[src/rtl/pwm_dac.sv]
// pwm_dac: FIFO-buffered sink that plays each unsigned 8-bit sample as one 256-tick PWM frame.
// Build option UNDERRUN_HOLD_EN: on underrun the previous duty repeats instead of loading midscale.
module pwm_dac #(
    parameter int DEPTH    = 4,
    parameter int PRESCALE = 1
) (
    input  logic                   clk,
    input  logic                   n_rst,
    input  logic                   en,
    input  logic [7:0]             sample,
    input  logic                   sample_valid,
    output logic                   sample_ready,
    output logic [$clog2(DEPTH):0] fill,
    output logic                   sample_req,
    output logic                   underrun,
    output logic                   pwm_out
);
    localparam int AW = $clog2(DEPTH);
    localparam int PW = (PRESCALE > 1) ? $clog2(PRESCALE) : 1;
    localparam logic [AW:0]   FILL_FULL = (AW + 1)'(DEPTH);
    localparam logic [AW:0]   FILL_ZERO = (AW + 1)'(0);
    localparam logic [PW-1:0] PRE_LAST  = PW'(PRESCALE - 1);
    localparam logic [PW-1:0] PRE_ZERO  = PW'(0);

    typedef enum logic {
        IDLE = 1'b0,
        RUN  = 1'b1
    } state_t;

    state_t          r_state;
    logic [7:0]      r_mem [DEPTH];
    logic [AW-1:0]   r_wr_ptr;
    logic [AW-1:0]   r_rd_ptr;
    logic [AW:0]     r_fill;
    logic            r_ready;
    logic [PW-1:0]   r_pre;
    logic [7:0]      r_cnt;
    logic [7:0]      r_duty;
    logic            r_req;
    logic            r_underrun;
    logic            r_pwm;

    state_t          w_state_next;
    logic [PW-1:0]   w_pre_next;
    logic [7:0]      w_cnt_next;
    logic [7:0]      w_duty_next;
    logic [AW:0]     w_fill_next;
    logic            w_tick;
    logic            w_frame_start;
    logic            w_push;
    logic            w_pop;
    logic            w_pwm_next;

    // Next-state, frame timing, FIFO handshake and duty selection.
    always_comb begin
        w_state_next  = r_state;
        w_pre_next    = r_pre;
        w_cnt_next    = r_cnt;
        w_duty_next   = r_duty;
        w_fill_next   = r_fill;
        w_frame_start = 1'b0;
        w_tick        = (r_pre == PRE_LAST);

        case (r_state)
            IDLE: begin
                w_pre_next = PRE_ZERO;
                w_cnt_next = 8'd0;
                if (en) begin
                    w_state_next  = RUN;
                    w_frame_start = 1'b1;
                end else begin
                    w_state_next = IDLE;
                end
            end
            RUN: begin
                if (!en) begin
                    w_state_next = IDLE;
                    w_pre_next   = PRE_ZERO;
                    w_cnt_next   = 8'd0;
                end else if (w_tick) begin
                    w_pre_next    = PRE_ZERO;
                    w_cnt_next    = r_cnt + 8'd1;
                    w_frame_start = (r_cnt == 8'd255);
                end else begin
                    w_pre_next = r_pre + PW'(1);
                end
            end
            default: begin
                w_state_next = IDLE;
                w_pre_next   = PRE_ZERO;
                w_cnt_next   = 8'd0;
            end
        endcase

        w_push = sample_valid && r_ready;
        w_pop  = w_frame_start && (r_fill != FILL_ZERO);

        if (w_pop) begin
            w_duty_next = r_mem[r_rd_ptr];
        end else if (w_frame_start) begin
`ifdef UNDERRUN_HOLD_EN
            w_duty_next = r_duty;
`else
            w_duty_next = 8'd128;
`endif
        end else begin
            w_duty_next = r_duty;
        end

        case ({w_push, w_pop})
            2'b10:   w_fill_next = r_fill + (AW + 1)'(1);
            2'b01:   w_fill_next = r_fill - (AW + 1)'(1);
            default: w_fill_next = r_fill;
        endcase

        w_pwm_next = (w_state_next == RUN) && en && (w_cnt_next < w_duty_next);
    end

    // Control, pointer and output registers with synchronous active-low reset.
    always_ff @(posedge clk) begin
        if (!n_rst) begin
            r_state    <= IDLE;
            r_wr_ptr   <= {AW{1'b0}};
            r_rd_ptr   <= {AW{1'b0}};
            r_fill     <= FILL_ZERO;
            r_ready    <= 1'b1;
            r_pre      <= PRE_ZERO;
            r_cnt      <= 8'd0;
            r_duty     <= 8'd0;
            r_req      <= 1'b0;
            r_underrun <= 1'b0;
            r_pwm      <= 1'b0;
        end else begin
            r_state    <= w_state_next;
            r_wr_ptr   <= w_push ? r_wr_ptr + AW'(1) : r_wr_ptr;
            r_rd_ptr   <= w_pop ? r_rd_ptr + AW'(1) : r_rd_ptr;
            r_fill     <= w_fill_next;
            r_ready    <= (w_fill_next != FILL_FULL);
            r_pre      <= w_pre_next;
            r_cnt      <= w_cnt_next;
            r_duty     <= w_duty_next;
            r_req      <= w_frame_start;
            r_underrun <= w_frame_start && !w_pop;
            r_pwm      <= w_pwm_next;
        end
    end

    // Sample storage; no reset needed since occupancy is tracked by r_fill.
    always_ff @(posedge clk) begin
        if (n_rst && w_push) begin
            r_mem[r_wr_ptr] <= sample;
        end
    end

    assign sample_ready = r_ready;
    assign fill         = r_fill;
    assign sample_req   = r_req;
    assign underrun     = r_underrun;
    assign pwm_out      = r_pwm;

endmodule

[config.mk]
export PLATFORM = sky130hd
export DESIGN_NAME = pwm_dac
export DESIGN_NICKNAME = d
export VERILOG_FILES = /design/src/rtl/pwm_dac.sv
export SDC_FILE = /design/constraint.sdc
export NUM_CORES = 1
export LEC_CHECK = 0
export ABC_CLOCK_PERIOD_IN_PS = 3200
export BUFFER_PORTS_ARGS = -buffer_cell sky130_fd_sc_hd__buf_2
export CAP_MARGIN = 20
export CORE_MARGIN = 5
export CORE_UTILIZATION = 60
export CTS_BUF_LIST = sky130_fd_sc_hd__clkbuf_2 sky130_fd_sc_hd__clkbuf_4 sky130_fd_sc_hd__clkbuf_8
export DETAILED_ROUTE_END_ITERATION = 12
export PLACE_DENSITY = 0.79
export SETUP_SLACK_MARGIN = 0.2
export SYNTH_ARGS = -nofsm -noshare
export SYNTH_HDL_FRONTEND = slang
export SYNTH_SLANG_ARGS = --single-unit
[constraint.sdc]
create_clock -name clk -period 3.2 [get_ports clk]
set_input_delay 0.64 -clock clk [delete_from_list [all_inputs] [get_ports clk]]
set_output_delay 0.64 -clock clk [all_outputs]
set_load 0.02 [all_outputs]
### After elaboration in Yosys (flattened, before gate mapping)

Memory sizes are Yosys's and may differ from the RTL's. A register that Yosys moved wholly into a read port is not among the register bits.
Index checks and enable logic that the tools add are counted.

* $add $sub $neg: 6
* order comparisons: 1
* eq/ne operators: 4
* muxes and demuxes: 17
* bitwise operators: 1
* reductions and logical operators: 8

Operators by type and width (number)
* 2-to-1 mux 8 bit: 4
* one-hot mux 8 bit (2 select lines): 1
* adder 8 x 1 -> 8 bit (second input constant): 1
* equality test 8 bit (second input constant): 1
* < comparator 8 bit: 1
* 2-to-1 mux 1 bit: 7
* logical AND 1 bit: 6
* one-hot mux 3 bit (2 select lines): 1
* adder 2 x 1 -> 2 bit (second input constant): 2
* 2-to-1 mux 2 bit: 2
* one-hot mux 1 bit (2 select lines): 2
* adder 3 x 1 -> 3 bit (second input constant): 1
* != test 3 bit (second input constant): 1
* nonzero test 3 bit: 1
* subtractor 3 x 1 -> 3 bit (second input constant): 1
* equality test 2 x 1 -> 1 bit (second input constant): 1
* equality test 2 bit (second input constant): 1
* adder 1 bit (second input constant): 1
* logical NOT 1 bit: 1
* NOT 1 bit: 1

* register bits: 29
* bits in writable memories: 32
* input bits: 12
* output and inout port bits: 7
* logic and storage cells: 49
* memories kept: 1

Memories
* r_mem: words 4, width 8, rd ports 1, clocked after Yosys merged registers in 1, write ports 1, line 31 `logic [7:0] r_mem [DEPTH];`

### Depth between registers and ports, before layout

* depth after elaboration: 8
* depth in mapped cells: 12
* gate-level depth less buffers: 12

### Worst setup path before layout

No wires, ideal clock.

* path type: in2reg
* start: input port en
* end: register r_ready, in the netlist sample_ready
* setup time: 119 ps
* arrival: 2342 ps
* required time: 3081 ps
* path slack: 739 ps
* cell stages on the path: 11
* cells stage by stage: nand4_1 -> o21ai_0 -> nand2_1 -> inv_1 -> ha_1 -> inv_1 -> fa_1 -> xor2_1 -> or3_1 -> a21oi_1 -> nand2_1

* longest elaborated chain between the ends: 6

RTL lines
* start, declared: line 9 `input logic en,`
* 2-to-1 mux 1 bit, on equally long branches: line 76, 68
* one-hot mux 1 bit (2 select lines) (*): line 64 `case (r_state)`
* logical AND 1 bit (*): line 96 `w_pop = w_frame_start && (r_fill != FILL_ZERO);`
* equality test 2 x 1 -> 1 bit / equality test 2 bit (equally long branches): line 110 `case ({w_push, w_pop})`
* one-hot mux 3 bit (2 select lines) (*): line 110
* != test 3 bit (*): line 138 `r_ready <= (w_fill_next != FILL_FULL);`
* end signal, assigned: line 138
* end, declared: line 35 `logic r_ready;`

Every way passes the cells marked *; elsewhere a longest branch is shown, timed or not.
A chain may end at the register's enable or synchronous reset.

### Final worst setup path

* start: register r_cnt[0]
* end: register r_ready, in the netlist sample_ready

* longest elaborated chain between the ends: 8

RTL lines
* start, declared: line 37 `logic [7:0] r_cnt;`
* start signal, assigned: line 140 `r_cnt <= w_cnt_next;`
* equality test 8 bit (*): line 83 `w_frame_start = (r_cnt == 8'd255);`
* 2-to-1 mux 1 bit (*): line 80 `end else if (w_tick) begin`
* 2-to-1 mux 1 bit (*): line 76 `if (!en) begin`
* one-hot mux 1 bit (2 select lines) (*): line 64
* logical AND 1 bit (*): line 96
* equality test 2 x 1 -> 1 bit / equality test 2 bit (equally long branches): line 110
* one-hot mux 3 bit (2 select lines) (*): line 110
* != test 3 bit (*): line 138

Marks and branches as above.

==> impl_metrics.env <==
export IMPL_initial_core_util=0.6144
export IMPL_htreeDepth=3
export IMPL_worstPathArrival_ns=2.95
export IMPL_criticalPathCategory="flop to flop"
export IMPL_fillers=314
export IMPL_layout_drive_gt1_share=0.1903
export IMPL_cts_buffers=9
export IMPL_end_kind="flop"
export IMPL_cts_tree="yes"
export IMPL_synth_cells=218
export IMPL_rr_endpoint="sample_ready"
export IMPL_yosysTopAreaCellShare=0.3592
export IMPL_start_kind="flop"
export IMPL_drtAntennaViolNets=0
export IMPL_relSlewSlack=0.5818
export IMPL_syn_area_um2=2675
export IMPL_die_w_um=76.77
export IMPL_antenna_found_initial=0
export IMPL_port_buffers=18
export IMPL_syn_nets=244
export IMPL_min_path_cells=2
export IMPL_gp_congestion=0.8445
export IMPL_rsz0062_at_grt="no"
export IMPL_grt_usage=0.1766
export IMPL_cellPowerDensity_nw_per_um2=715.5
export IMPL_vias_per_cell=5.682
export IMPL_drc=0
export IMPL_worstMarginPinSlew_ns=0.6225
export IMPL_routedWlPerCell_um=15.56
export IMPL_period_minus_slack_ns=2.726
export IMPL_fp_dieArea_um2=5894
export IMPL_synth_area_leader_cell="edfxtp_1"
export IMPL_grt_max_degree=20
export IMPL_clk_pin_slew_ns=0.07
export IMPL_setup_viol=0
export IMPL_grt_remaining_overflow=0
export IMPL_clkSinkCount=62
export IMPL_synthArstFlopShare=0
export IMPL_cp_slowest_cell="dfxtp_1"
export IMPL_status="finished, final reports clean"
export IMPL_hold_ws_ns=0.4599
export IMPL_reg2reg_slack_ns=0.47
export IMPL_ff2ff_path_depth=12
export IMPL_drtIter0Drc=75
export IMPL_rows=24
export IMPL_synth_area_leaders="edfxtp_1 (36%), dfxtp_1 (22%), mux4_2 (6.7%)"
export IMPL_hold_buffers=0
export IMPL_core_um2=4354
export IMPL_clock_path_buffers=2
export IMPL_root_buffer="clkbuf_8"
export IMPL_grt_pass1_wl_um=8107
export IMPL_finalHoldViolCount=0
export IMPL_ys_types=37
export IMPL_leakagePower_nw=1.103
export IMPL_dr_pass1_iters=4
export IMPL_synth_ff_latch_count=62
export IMPL_diodes=0
export IMPL_cts_resized=0
export IMPL_synth_ff_type="edfxtp_1"
export IMPL_max_vdd_ir_drop_uv=413.2
export IMPL_holdPathEnd="r_duty[1]"
export IMPL_ys_warn_count=0
export IMPL_crit_path_start="r_cnt[0]"
export IMPL_dr_total_vias=1699
export IMPL_crit_chain="ha_1 > nand4_2 > o21ai_0 > nand2_1 > inv_1 > ha_1 > inv_1 > fa_1 > xor2_1 > or3_1 > a21oi_1 > nand2_1"
export IMPL_crit_required_ns=3.43
export IMPL_fmax_mhz=366.8
export IMPL_drv_cap=0
export IMPL_hpwl_um=3278
export IMPL_syn_area_per_cell_um2=12.27
export IMPL_hp_start="r_duty[1]"
export IMPL_routed_wl_um=4653
export IMPL_fp_dieH_um=76.77
export IMPL_slew_viol_final=0
export IMPL_worst_hold_path_type="flop to flop"
export IMPL_critPathMaxFanout=6
export IMPL_fin_crit_sh=0.8519
export IMPL_clock_latency_ns=0.33
export IMPL_setup_tns_ns=0
export IMPL_seq_area_frac_synth=0.5837
export IMPL_max_stage_delay_ns=0.37
export IMPL_synthToLayoutAreaGrowth_pct=12.82
export IMPL_nets=268
export IMPL_synth_edff_count=32
export IMPL_r2r_start="r_cnt[0]"
export IMPL_first_global_vias=1722
export IMPL_fin_skew_ns=0.003768
export IMPL_post_cts_setup_buffers=0
export IMPL_num_io_pins=19
[through the flow]
stage                 util  cell area (um^2)  instances  setup WS (ns)  power [W]
floorplan                -              2675        218         0.7388   0.001331
global placement    0.6443              2805        283         0.4481   0.001422
detailed placement  0.6443              2805        283         0.3837   0.001436
CTS                 0.6931              3018        299         0.4861   0.002170
global route        0.6931              3018        299         0.2226   0.002284
finish              0.6931              3018        299         0.4739   0.002159
[synthesized netlist by cell type (8+ instances only)]
master    count
mux4_2        8
nand2_1      16
a21oi_1      18
nand3_1      13
and2_1       16
o21ai_0       8
nor2_1        9
ha_1         13
edfxtp_1     32
inv_1        10
dfxtp_1      30
[cell type report]
| cell class | instances | area, um^2 | area share |
|---|---|---|---|
| sequential | 62 | 1562 | 0.5174 |
| multi-input combinational | 139 | 1036 | 0.3433 |
| clock buffer | 9 | 123.9 | 0.04104 |
| timing repair buffer | 20 | 105.1 | 0.03483 |
| clock inverter | 7 | 88.84 | 0.02944 |
| tap | 52 | 65.06 | 0.02156 |
| inverter | 10 | 37.54 | 0.01244 |
[how the worst max path moves through the flow]
| stage | to | cells after the start | slack [ns] |
|---|---|---|---|
| 5_1_grt | sample_ready | 12 | 0.22 |
| 2_1_floorplan | sample_ready | 11 | 0.74 |
| 4_1_cts | sample_ready | 12 | 0.49 |
| 6_report | sample_ready | 12 | 0.47 |
| 3_3_place_gp | sample_ready | 12 | 0.45 |
| 3_5_place_dp | sample_ready | 12 | 0.38 |
[cells by family (layout without fill, tap and decap cells)]
logic type	Yosys count	count (layout)	share of synthesized area
and+or+nand+nor	73	73	0.1445
muxes	8	8	0.06735
xor gates and xnor gates	6	6	0.01964
adders and majority gates	14	14	0.06829
DFF	62	62	0.5837
AOI/OAI and AO/OA	38	38	0.08747
buffers and inverters	17	46	0.02900
[placed cells by master, fill, tap and decap left out, drive strengths merged, types with 2 or more instances in the layout]
cell type and n:
edfxtp 32, dfxtp 30, buf 20, a21oi 18, nand2 16, and2 16
nand3 14, ha 13, inv 10, nor2 9, clkbuf 9, o21ai 8
mux4 8, xor2 4, or3 4, nor3 4, nand4 3, clkinv 3
xnor2 2, nand2b 2, and3 2, o31ai 2, or4 2, a21o 2
a211oi 2, bufinv 2, clkinvlp 2
[state kept, by name, summed over array words and instances (netlist names), 2 cells and up, named ones only]
name / cells
r_mem: 32
r_wr_ptr: 2
r_duty: 8
r_cnt: 8
fill: 3
r_rd_ptr: 2
[critical path: cells and delay by family (launching register included)]
family / cells / cell delay (ns)
xor+xnor: 1 / 0.16
buf+inv: 2 / 0.14
compound gates: 2 / 0.48
simple gates: 4 / 0.68
flops: 1 / 0.37
fa+ha+maj: 3 / 0.78
[report_power, final]
group	internal (W)	leakage (nW)	total (W)	switching, W
logic	0.000192	0.465	0.000454	0.000262
registers	0.000910	0.535	0.000969	0.0000595
clock network	0.000432	0.103	0.000736	0.000304
total	0.00153	1.10	0.00216	0.000625
[layer usage]
metal  track usage  routed length (um)
met1        0.2172                2144
met2        0.2852                2259
met3       0.04333                 151
met4       0.09441                  98
met5             0                   0
Power figures use the tool's default switching activity.
